==> config.mk <==
export PLATFORM = sky130hd
export DESIGN_NAME = dvp_axis_framer
export DESIGN_NICKNAME = d
export VERILOG_FILES = /design/src/rtl/dvp_pkg.sv /design/src/rtl/axis_skid_buf.sv /design/src/rtl/dvp_axis_framer.sv
export SDC_FILE = /design/constraint.sdc
export NUM_CORES = 1
export LEC_CHECK = 0
export BUFFER_PORTS_ARGS = -buffer_cell sky130_fd_sc_hd__buf_4
export CAP_MARGIN = 20
export CELL_PAD_IN_SITES_DETAIL_PLACEMENT = 0
export CELL_PAD_IN_SITES_GLOBAL_PLACEMENT = 1
export CORE_AREA = 2 2 157 159
export CTS_BUF_LIST = sky130_fd_sc_hd__clkbuf_4 sky130_fd_sc_hd__clkbuf_8
export DETAILED_ROUTE_END_ITERATION = 12
export DIE_AREA = 0 0 159 161
export PLACE_DENSITY = 0.78
export SLEW_MARGIN = 20
export SYNTH_ARGS = -nofsm -noshare
export SYNTH_HDL_FRONTEND = slang
export SYNTH_SLANG_ARGS = --single-unit
export TNS_END_PERCENT = 20
==> constraint.sdc <==
create_clock -name i_axi_clk -period 4.55 [get_ports i_axi_clk]
set_clock_uncertainty 0.1 [all_clocks]
set_input_delay 0.455 -clock i_axi_clk [delete_from_list [all_inputs] [get_ports i_axi_clk]]
set_output_delay 0.455 -clock i_axi_clk [all_outputs]
set_load 0.05 [all_outputs]
==> src/rtl/dvp_pkg.sv <==
// Shared types and defaults for the DVP-to-AXI4-Stream framing path.
package dvp_pkg;

  localparam int unsigned AXIS_DATA_W_DEF = 64;
  localparam int unsigned CNT_W_DEF       = 12;

  typedef enum logic [1:0] {
    ST_IDLE      = 2'd0,
    ST_WAIT_SYNC = 2'd1,
    ST_STREAM    = 2'd2
  } state_t;

  // One framed beat as it travels through the skid buffer.
  typedef struct packed {
    logic [AXIS_DATA_W_DEF-1:0] tdata;
    logic                       tuser;
    logic                       tlast;
  } framed_beat_t;

endpackage

==> src/rtl/axis_skid_buf.sv <==
// Two-entry registered skid buffer: output and ready are both driven from flops.
module axis_skid_buf #(
  parameter int unsigned P_WIDTH = 66
) (
  input  logic               clk,
  input  logic               rst_n,
  input  logic               s_valid,
  output logic               s_ready,
  input  logic [P_WIDTH-1:0] s_data,
  output logic               m_valid,
  input  logic               m_ready,
  output logic [P_WIDTH-1:0] m_data
);

  logic               skid_valid;
  logic [P_WIDTH-1:0] skid_data;
  logic               push;
  logic               pop;

  assign s_ready = ~skid_valid;
  assign push    = s_valid & ~skid_valid;
  assign pop     = m_valid & m_ready;

  // Output register refills from the skid slot first, then from the input.
  always_ff @(posedge clk) begin
    if (!rst_n) begin
      m_valid    <= 1'b0;
      m_data     <= '0;
      skid_valid <= 1'b0;
      skid_data  <= '0;
    end else if (!m_valid || pop) begin
      if (skid_valid) begin
        m_data     <= skid_data;
        m_valid    <= 1'b1;
        skid_valid <= 1'b0;
      end else begin
        m_valid <= push;
        if (push) m_data <= s_data;
      end
    end else if (push) begin
      skid_valid <= 1'b1;
      skid_data  <= s_data;
    end
  end

endmodule

==> src/rtl/dvp_axis_framer.sv <==
// Adds SOF (tuser) and EOL (tlast) framing to the unframed dvp_ctrl pixel stream.
module dvp_axis_framer
  import dvp_pkg::*;
#(
  parameter int unsigned P_AXIS_DATA_WIDTH = AXIS_DATA_W_DEF,
  parameter int unsigned P_CNT_WIDTH       = CNT_W_DEF
) (
  input  logic                         i_axi_clk,
  input  logic                         i_axi_rstn,
  input  logic                         i_enable,
  input  logic [P_CNT_WIDTH-1:0]       i_line_beats,
  input  logic [P_CNT_WIDTH-1:0]       i_frame_lines,
  input  logic                         i_vsync_pulse,
  input  logic                         s_axis_tvalid,
  output logic                         s_axis_tready,
  input  logic [P_AXIS_DATA_WIDTH-1:0] s_axis_tdata,
  output logic                         m_axis_tvalid,
  input  logic                         m_axis_tready,
  output logic [P_AXIS_DATA_WIDTH-1:0] m_axis_tdata,
  output logic                         m_axis_tuser,
  output logic                         m_axis_tlast,
  output logic                         o_frame_done,
  output logic                         o_short_frame,
  output logic                         o_cfg_err
);

  localparam int unsigned BEAT_W = P_AXIS_DATA_WIDTH + 2;
  localparam logic [P_CNT_WIDTH-1:0] CNT_ONE = P_CNT_WIDTH'(1);

  state_t                 state;
  logic [P_CNT_WIDTH-1:0] line_beats_q;
  logic [P_CNT_WIDTH-1:0] frame_lines_q;
  logic [P_CNT_WIDTH-1:0] beat_cnt;
  logic [P_CNT_WIDTH-1:0] line_cnt;
  logic                   sof_q;
  logic                   tready_en_q;
  logic                   frame_done_q;
  logic                   short_frame_q;
  logic                   cfg_err_q;

  logic [P_CNT_WIDTH-1:0] cur_lb_c;
  logic [P_CNT_WIDTH-1:0] cur_fl_c;
  logic [P_CNT_WIDTH-1:0] cur_bc_c;
  logic [P_CNT_WIDTH-1:0] cur_lc_c;
  logic                   cur_sof_c;
  logic                   tlast_c;
  logic                   eof_c;
  logic                   geom_bad_c;
  logic                   accept_c;
  logic                   buf_push_c;
  logic                   buf_ready;
  logic [BEAT_W-1:0]      buf_in;
  logic [BEAT_W-1:0]      buf_out;

  // Ready is decoded from flops only; beats are swallowed outside STREAM.
  assign s_axis_tready = tready_en_q & ((state != ST_STREAM) | buf_ready);
  assign geom_bad_c    = (i_line_beats == '0) | (i_frame_lines == '0);
  assign accept_c      = s_axis_tvalid & s_axis_tready & (state == ST_STREAM);
  assign buf_push_c    = accept_c & ~(i_vsync_pulse & geom_bad_c);

  // A vsync in the same cycle as a beat makes that beat the first of the new frame.
  always_comb begin
    cur_lb_c  = line_beats_q;
    cur_fl_c  = frame_lines_q;
    cur_bc_c  = beat_cnt;
    cur_lc_c  = line_cnt;
    cur_sof_c = sof_q;
    if (i_vsync_pulse) begin
      cur_lb_c  = i_line_beats;
      cur_fl_c  = i_frame_lines;
      cur_bc_c  = '0;
      cur_lc_c  = '0;
      cur_sof_c = 1'b1;
    end
    tlast_c = (cur_bc_c == (cur_lb_c - CNT_ONE));
    eof_c   = tlast_c & (cur_lc_c == (cur_fl_c - CNT_ONE));
  end

  assign buf_in = {s_axis_tdata, cur_sof_c, tlast_c};

  // FSM, beat/line counters, geometry latch and status flags.
  always_ff @(posedge i_axi_clk) begin
    if (!i_axi_rstn) begin
      state         <= ST_IDLE;
      line_beats_q  <= '0;
      frame_lines_q <= '0;
      beat_cnt      <= '0;
      line_cnt      <= '0;
      sof_q         <= 1'b0;
      tready_en_q   <= 1'b0;
      frame_done_q  <= 1'b0;
      short_frame_q <= 1'b0;
      cfg_err_q     <= 1'b0;
    end else begin
      tready_en_q  <= 1'b1;
      frame_done_q <= 1'b0;
      case (state)
        ST_IDLE: begin
          if (i_enable) state <= ST_WAIT_SYNC;
        end
        ST_WAIT_SYNC: begin
          if (!i_enable) begin
            state <= ST_IDLE;
          end else if (i_vsync_pulse) begin
            line_beats_q  <= i_line_beats;
            frame_lines_q <= i_frame_lines;
            beat_cnt      <= '0;
            line_cnt      <= '0;
            sof_q         <= 1'b1;
            cfg_err_q     <= geom_bad_c;
            if (!geom_bad_c) state <= ST_STREAM;
          end
        end
        ST_STREAM: begin
          if (i_vsync_pulse) begin
            short_frame_q <= 1'b1;
            line_beats_q  <= i_line_beats;
            frame_lines_q <= i_frame_lines;
            cfg_err_q     <= geom_bad_c;
          end
          if (i_vsync_pulse && geom_bad_c) begin
            beat_cnt <= '0;
            line_cnt <= '0;
            sof_q    <= 1'b1;
            state    <= ST_WAIT_SYNC;
          end else if (buf_push_c) begin
            sof_q <= 1'b0;
            if (eof_c) begin
              frame_done_q <= 1'b1;
              beat_cnt     <= '0;
              line_cnt     <= '0;
              state        <= i_enable ? ST_WAIT_SYNC : ST_IDLE;
            end else if (tlast_c) begin
              beat_cnt <= '0;
              line_cnt <= cur_lc_c + CNT_ONE;
            end else begin
              beat_cnt <= cur_bc_c + CNT_ONE;
              line_cnt <= cur_lc_c;
            end
          end else if (i_vsync_pulse) begin
            beat_cnt <= '0;
            line_cnt <= '0;
            sof_q    <= 1'b1;
          end
        end
        default: state <= ST_IDLE;
      endcase
    end
  end

  axis_skid_buf #(
    .P_WIDTH (BEAT_W)
  ) u_skid (
    .clk     (i_axi_clk),
    .rst_n   (i_axi_rstn),
    .s_valid (buf_push_c),
    .s_ready (buf_ready),
    .s_data  (buf_in),
    .m_valid (m_axis_tvalid),
    .m_ready (m_axis_tready),
    .m_data  (buf_out)
  );

  assign {m_axis_tdata, m_axis_tuser, m_axis_tlast} = buf_out;
  assign o_frame_done  = frame_done_q;
  assign o_short_frame = short_frame_q;
  assign o_cfg_err     = cfg_err_q;

endmodule
# --- Word-level counts from Yosys, hierarchy flattened ---
# Cells that the tools add are included.
word_totals:
  regBits: 189
op_classes:
  addsub: 4
  eq_ne: 11
  n_mux: 42
  n_bitwise: 16
  n_reduce_logical: 15
ops:
  columns: ["operator", "count"]
  rows:
  - ["12-bit two-way mux", 16]
  - ["66-bit two-way mux", 2]
  - ["12-bit case mux with 2 select lines", 4]
  - ["12-bit by 1-bit adder with 12-bit output, second input constant", 2]
  - ["12-bit equality test", 2]
  - ["12-bit logical NOT", 2]
  - ["12-bit by 1-bit subtractor with 12-bit output, second input constant", 2]
  - ["2-bit two-way mux", 7]
  - ["1-bit two-way mux", 10]
  - ["1-bit AND", 8]
  - ["2-bit AND reduction", 4]
  - ["2-bit != test, second input constant", 3]
  - ["3-bit != test, second input constant", 2]
  - ["1-bit NOT", 6]
  - ["2-bit case mux with 3 select lines", 1]
  - ["5-bit AND reduction", 1]
  - ["1-bit case mux with 2 select lines", 2]
  - ["2-bit nonzero test", 2]
  - ["4-bit OR reduction", 1]
  - ["3-bit by 1-bit != test with 1-bit output, second input constant", 1]
  - ["3-bit by 2-bit != test with 1-bit output, second input constant", 1]
  - ["2-bit by 1-bit equality test with 1-bit output, second input constant", 1]
  - ["2-bit equality test, second input constant", 1]
  - ["2-bit logical NOT", 1]
  - ["other kinds (5)", 6]

# --- Longest topological paths before layout ---
depth:
  depth_word: 9
  ltp_mapped: 21
  depth_no_buf: 11

# --- Modules after synthesis ---
# Synthesis repeated with hierarchy kept, for this count alone.
unflattened:
  hier_cells: 1148
  hier_area_um2: 9763.1
modules_own_cells:
  columns: ["mod", "n_inst", "cells_per_inst", "area_each_um2", "seq_area_each_um2"]
  rows:
  - ["axis_skid_buf", 1, 600, 5681.7, 2682.6]
  - ["dvp_axis_framer", 1, 548, 4081.4, 1101.1]

# --- Worst setup path before layout ---
# No wires, ideal clock.
synth_path:
  kind: "input to register"
  startpoint: "input port i_vsync_pulse"
  endpoint: "register beat_cnt[9]"
  setup_ns: 0.074
  t_arrival_ns: 4.785
  setup_slack_ns: -0.409
  cell_stages: 20
  path_buffers: 9
  cell_sequence: "buf_2 -> buf_2 -> buf_1 -> buf_1 -> clkbuf_1 -> buf_1 -> buf_2 -> mux2i_1 -> ha_1 -> clkbuf_1 -> inv_1 -> or4_1 -> a41oi_1 -> a31oi_1 -> inv_1 -> nor4b_2 -> a211oi_2 -> buf_4 -> or3b_1 -> a31oi_1"
synth_between:
  elab_chain_len: 8
  elab_cells_between_ends: 20
  cone_classes: "add/sub: 3; eq/ne: 2; mux: 10; bitwise: 4; reduce/logical: 1"
synth_lines:
  columns: ["item", "line", "text"]
  rows:
  - ["from (decl)", "dvp_axis_framer.sv:13", "input logic i_vsync_pulse,"]
  - ["12-bit two-way mux (on tied branches)", null, null]
  - ["12-bit by 1-bit subtractor with 12-bit output (on tied branches)", "dvp_axis_framer.sv:75, dvp_axis_framer.sv:76", null]
  - ["12-bit equality test (on tied branches)", "dvp_axis_framer.sv:75, dvp_axis_framer.sv:76", null]
  - ["12-bit two-way mux / 1-bit AND (equally long branches)", "dvp_axis_framer.sv:133, dvp_axis_framer.sv:76", null]
  - ["12-bit two-way mux", "dvp_axis_framer.sv:128", "if (eof_c) begin"]
  - ["12-bit two-way mux", "dvp_axis_framer.sv:126", "end else if (buf_push_c) begin"]
  - ["12-bit two-way mux", "dvp_axis_framer.sv:121", "if (i_vsync_pulse && geom_bad_c) begin"]
  - ["12-bit case mux with 2 select lines *", "dvp_axis_framer.sv:97", "case (state)"]
  - ["to (signal assigned)", "dvp_axis_framer.sv:137", "beat_cnt <= cur_bc_c + CNT_ONE;"]
  - ["to (decl)", "dvp_axis_framer.sv:33", "logic [P_CNT_WIDTH-1:0] beat_cnt;"]
# Mark *: on every way between the ends. The rest lies on a longest branch, timed or not. The select of a mux whose other input is x is not followed.
# A chain may end at the register's enable or synchronous reset.

# --- Final worst setup path ---
layout_path:
  startpoint: "register line_beats_q[0]"
  endpoint: "register line_cnt[11]"
layout_between:
  elab_chain_len: 8
  elab_cells_between_ends: 9
  cone_classes: "add/sub: 1; eq/ne: 1; mux: 6; bitwise: 1"
layout_lines:
  columns: ["item", "line", "text"]
  rows:
  - ["from (decl)", "dvp_axis_framer.sv:31", "logic [P_CNT_WIDTH-1:0] line_beats_q;"]
  - ["from (signal assigned)", "dvp_axis_framer.sv:105", "line_beats_q <= i_line_beats;"]
  - ["from (signal assigned)", "dvp_axis_framer.sv:117", "line_beats_q <= i_line_beats;"]
  - ["12-bit two-way mux *", "dvp_axis_framer.sv:68", "if (i_vsync_pulse) begin"]
  - ["12-bit by 1-bit subtractor with 12-bit output *", "dvp_axis_framer.sv:75", "tlast_c = (cur_bc_c == (cur_lb_c - CNT_ONE));"]
  - ["12-bit equality test *", "dvp_axis_framer.sv:75", null]
  - ["12-bit two-way mux / 1-bit AND (equally long branches)", "dvp_axis_framer.sv:133, dvp_axis_framer.sv:76", null]
  - ["12-bit two-way mux *", "dvp_axis_framer.sv:128", null]
  - ["12-bit two-way mux *", "dvp_axis_framer.sv:126", null]
  - ["12-bit two-way mux *", "dvp_axis_framer.sv:121", null]
  - ["12-bit case mux with 2 select lines *", "dvp_axis_framer.sv:97", null]
  - ["to (signal assigned)", "dvp_axis_framer.sv:135", "line_cnt <= cur_lc_c + CNT_ONE;"]
  - ["to (signal assigned)", "dvp_axis_framer.sv:138", "line_cnt <= cur_lc_c;"]
  - ["to (decl)", "dvp_axis_framer.sv:34", "logic [P_CNT_WIDTH-1:0] line_cnt;"]
# Mark *: on every way between the ends. The rest lies on a longest branch, timed or not.

==> flow_summary.toml <==
[outcome]
outcome = "complete, no violations"

[setup_path]
cpLargestDelayFamily = "simple AND/OR/NAND/NOR gates"
critPathBufInv = 0
timing.rr.end = "line_cnt[11]"
required_ns = 4.88
rr_startpoint = "line_beats_q[0]"
crit_arrival_ns = 3.71
cp_cell_sequence = "or4_1 -> o22ai_4 -> xnor2_1 -> a2111oi_4 -> a311oi_2 -> nor4b_4 -> nand2_2 -> or4_1 -> nand3_1"
slowest_stage = "or4_1"
critPathLaunchType = "register"
crit_type = "register to register"
path_max_fanout = 8
cp-end-kind = "register"
reg2reg_depth = 9
ff2ff_setup_slack_ns = 1.17
cp_common_cell = "or4_1"
slowest_delay_ns = 0.72

[clocking]
post_cts_resized = 0
post_cts_buffers = 0
cts_hold_buffers = 0
tritoncts = "built"
cts_max_path_buffers = 2
h-tree-depth = 4
clock_latency_ns = 0.47
path_clk_slew_ns = 0.13
root_buffer = "clkbuf_8"
cts_made_buffers = 17
clock-sinks = 189

[global_route]
grt_pass1_wl_mm = 40.9
grt_util_all_layers = 0.194
grt_start_max_net_pins = 98
antenna_found_initial = 0
grt_overflow = 0
grt_pass1_vias = 7684

[yosys]
ys_types = 65
ys_ff_latch = 189
ys_warn_count = 0
syn_avg_cell_area_um2 = 8.13
ys_async_sr_fraction = 0
ys_seq_area_frac = 0.413
syn_area_um2 = 9160
yosys_most_used_dff = "dfxtp_1"
syn_inst = 1127
synth_edf_count = 0
syn_nets = 1225

[die]
fp.dieH_um = 161
pin_count = 165
die_w_um = 159
core-area_um2 = 24000
placement_rows = 57
initial_core_util = 0.382
die-area_um2 = 25600

[place]
dp.cells = 1549
place_congestion = 0.861
hpwl_mm = 17.0
port_buffers = 164
post_dp_cell_area_um2 = 10600
post-place-ws_ns = 0.788

[timing]
drv_slew = 0
setup_viol_count_final = 0
finalHoldViolCount = 0
fmax_mhz = 296
slew_headroom = 0.244
finalCritPeriodShare = 0.743
setup_ws_ns = 1.17
worst_pin_slew_ns = 1.13
tns_ns = 0
rsz0062_at_grt = "no"
post-route-min-period_ns = 3.38

[min_path]
hp-class = "input pin to register"
hold_end = "u_skid.skid_data[23]"
min_path_cells = 3
hold_path.startpoint = "s_axis_tdata[21]"

[route]
routedWlPerCell_um = 15.9
num_vias = 8351
route.detailed.drc = 0
via_per_inst = 5.28
drt-total-wl_mm = 25.1
first_pass_iters = 5
ant_nets = 0
drt_iter0_markers = 531

[cells_and_area]
instances_no_fill = 1581
num_antenna_cells = 0
nNetsFinal = 1342
area_delta_synth_final_pct = 21.3
drive_gt1_frac = 0.185
design_area_um2 = 11100

[power_and_ir_drop]
p_leak_nw = 3.86
power_density_nw_per_um2 = 299
irDropWorstVdd_v = 0.000211

[job]
max_cap_violations = 0
==> layout by cell type (no fill, tap or decap), types with 9 or more instances in the layout <==
master and n:
o31ai_1 10, mux2i_1 80, and2_1 10, xnor2_1 24, buf_4 179, nand3_1 16
a21oi_1 102, a31oi_1 11, dfxtp_1 188, xor2_1 14, nand4_1 9, nand2_1 217
o21ai_0 29, a211oi_1 77, nor4_1 9, nor3_1 18, clkbuf_8 17, nor2_1 111
==> where the power goes <==
| part | internal, W | total [W] | switching, W |
|---|---|---|---|
| Sequential | 0.00167 | 0.00169 | 0.0000170 |
| Clock | 0.000502 | 0.00127 | 0.000767 |
| Combinational | 0.000155 | 0.000370 | 0.000215 |
==> worst reg2reg max path, stage by stage (launching register included) <==
cell and delay [ns]:
dfxtp_1 0.37, or4_1 0.72, o22ai_4 0.26, xnor2_1 0.13, a2111oi_4 0.35, a311oi_2 0.13
nor4b_4 0.57, nand2_2 0.11, or4_1 0.51, nand3_1 0.09
==> Yosys cell counts (3+ instances only) <==
library cell / n / area (µm²)
or3_1: 6 / 37.5
nor3_1: 19 / 95.1
nand3b_1: 5 / 37.5
nand4_1: 9 / 56.3
nor4_1: 9 / 56.3
ha_1: 4 / 50.1
clkbuf_1: 60 / 225
nand2b_1: 8 / 50.1
o31ai_1: 10 / 75.1
and3_1: 8 / 50.1
dfxtp_1: 189 / 3780
buf_1: 13 / 48.8
nand3_1: 16 / 80.1
and2_1: 10 / 62.6
or4_1: 4 / 30.0
a41oi_1: 3 / 26.3
o21ai_0: 29 / 145
mux2i_1: 80 / 801
a22oi_1: 7 / 52.6
buf_2: 6 / 30.0
a32oi_1: 5 / 43.8
inv_1: 7 / 26.3
xor2_1: 14 / 123
a211oi_1: 78 / 586
nand2_1: 217 / 815
a31oi_1: 11 / 68.8
o21a_1: 6 / 45.0
nor2b_1: 7 / 43.8
nor3b_1: 5 / 37.5
a21oi_1: 102 / 510
xnor2_1: 24 / 210
o211ai_1: 3 / 22.5
nor2_1: 111 / 417
==> flip-flops by register name, indices dropped and copies added, names as in the netlist <==
| register | count |
|---|---|
| o_short_frame | 1 |
| beat_cnt | 12 |
| u_skid.m_data | 66 |
| line_beats_q | 12 |
| line_cnt | 12 |
| frame_lines_q | 12 |
| u_skid.skid_data | 66 |
| tready_en_q | 1 |
| u_skid.skid_valid | 1 |
| u_skid.m_valid | 1 |
| state | 2 |
| o_frame_done | 1 |
| sof_q | 1 |
| o_cfg_err | 1 |
==> per-layer routing <==
metal  vias to the layer above  part of all wire  track usage
met5                         -                 0            0
met4                         0             0.021       0.0616
met3                        32             0.047       0.0354
met2                       224              0.48        0.321
met1                      3874              0.46        0.257
li1                       4221                 -            -
==> kinds of logic (layout without fill, tap and decap cells) <==
family / Yosys count / in the layout / synth area share
AO/OA/AOI/OAI: 280 / 280 / 0.201
buffers and inverters: 92 / 222 / 0.0403
adder cells (fa/ha/maj): 4 / 4 / 0.00547
AND/OR/NAND/NOR: 442 / 442 / 0.214
XOR/XNOR: 38 / 38 / 0.0363
multiplexers: 82 / 82 / 0.0903
flip-flops: 189 / 189 / 0.413
==> final cells by class <==
| cell class | instances | area, µm² |
|---|---|---|
| flip-flops and latches | 189 | 3790 |
| multi-input cells | 846 | 5030 |
| clock buffers | 17 | 234 |
| clock inverters | 15 | 228 |
| fillers | 2391 | 12900 |
| repair buffers | 181 | 1380 |
| well taps | 324 | 405 |
| inverters | 9 | 38.8 |
==> metrics by stage <==
step                      hold slack, ns  utilization  total power (W)
after floorplan                    0.332            -          0.00195
after global placement             0.341        0.444          0.00209
after detailed placement           0.346        0.444          0.00210
after CTS                         0.0791        0.464          0.00336
after global routing              0.0786        0.464          0.00347
final                              0.114        0.464          0.00333
==> worst max-delay path by stage <==
stage | to | start | depth (start not counted)
after floorplan | beat_cnt[9] | i_vsync_pulse | 20
after global placement | line_cnt[6] | i_vsync_pulse | 13
after detailed placement | line_cnt[6] | i_vsync_pulse | 13
after CTS | line_cnt[11] | line_beats_q[0] | 9
after global routing | line_cnt[9] | line_beats_q[0] | 9
final | line_cnt[11] | line_beats_q[0] | 9
Power figures use the tool's default switching activity.
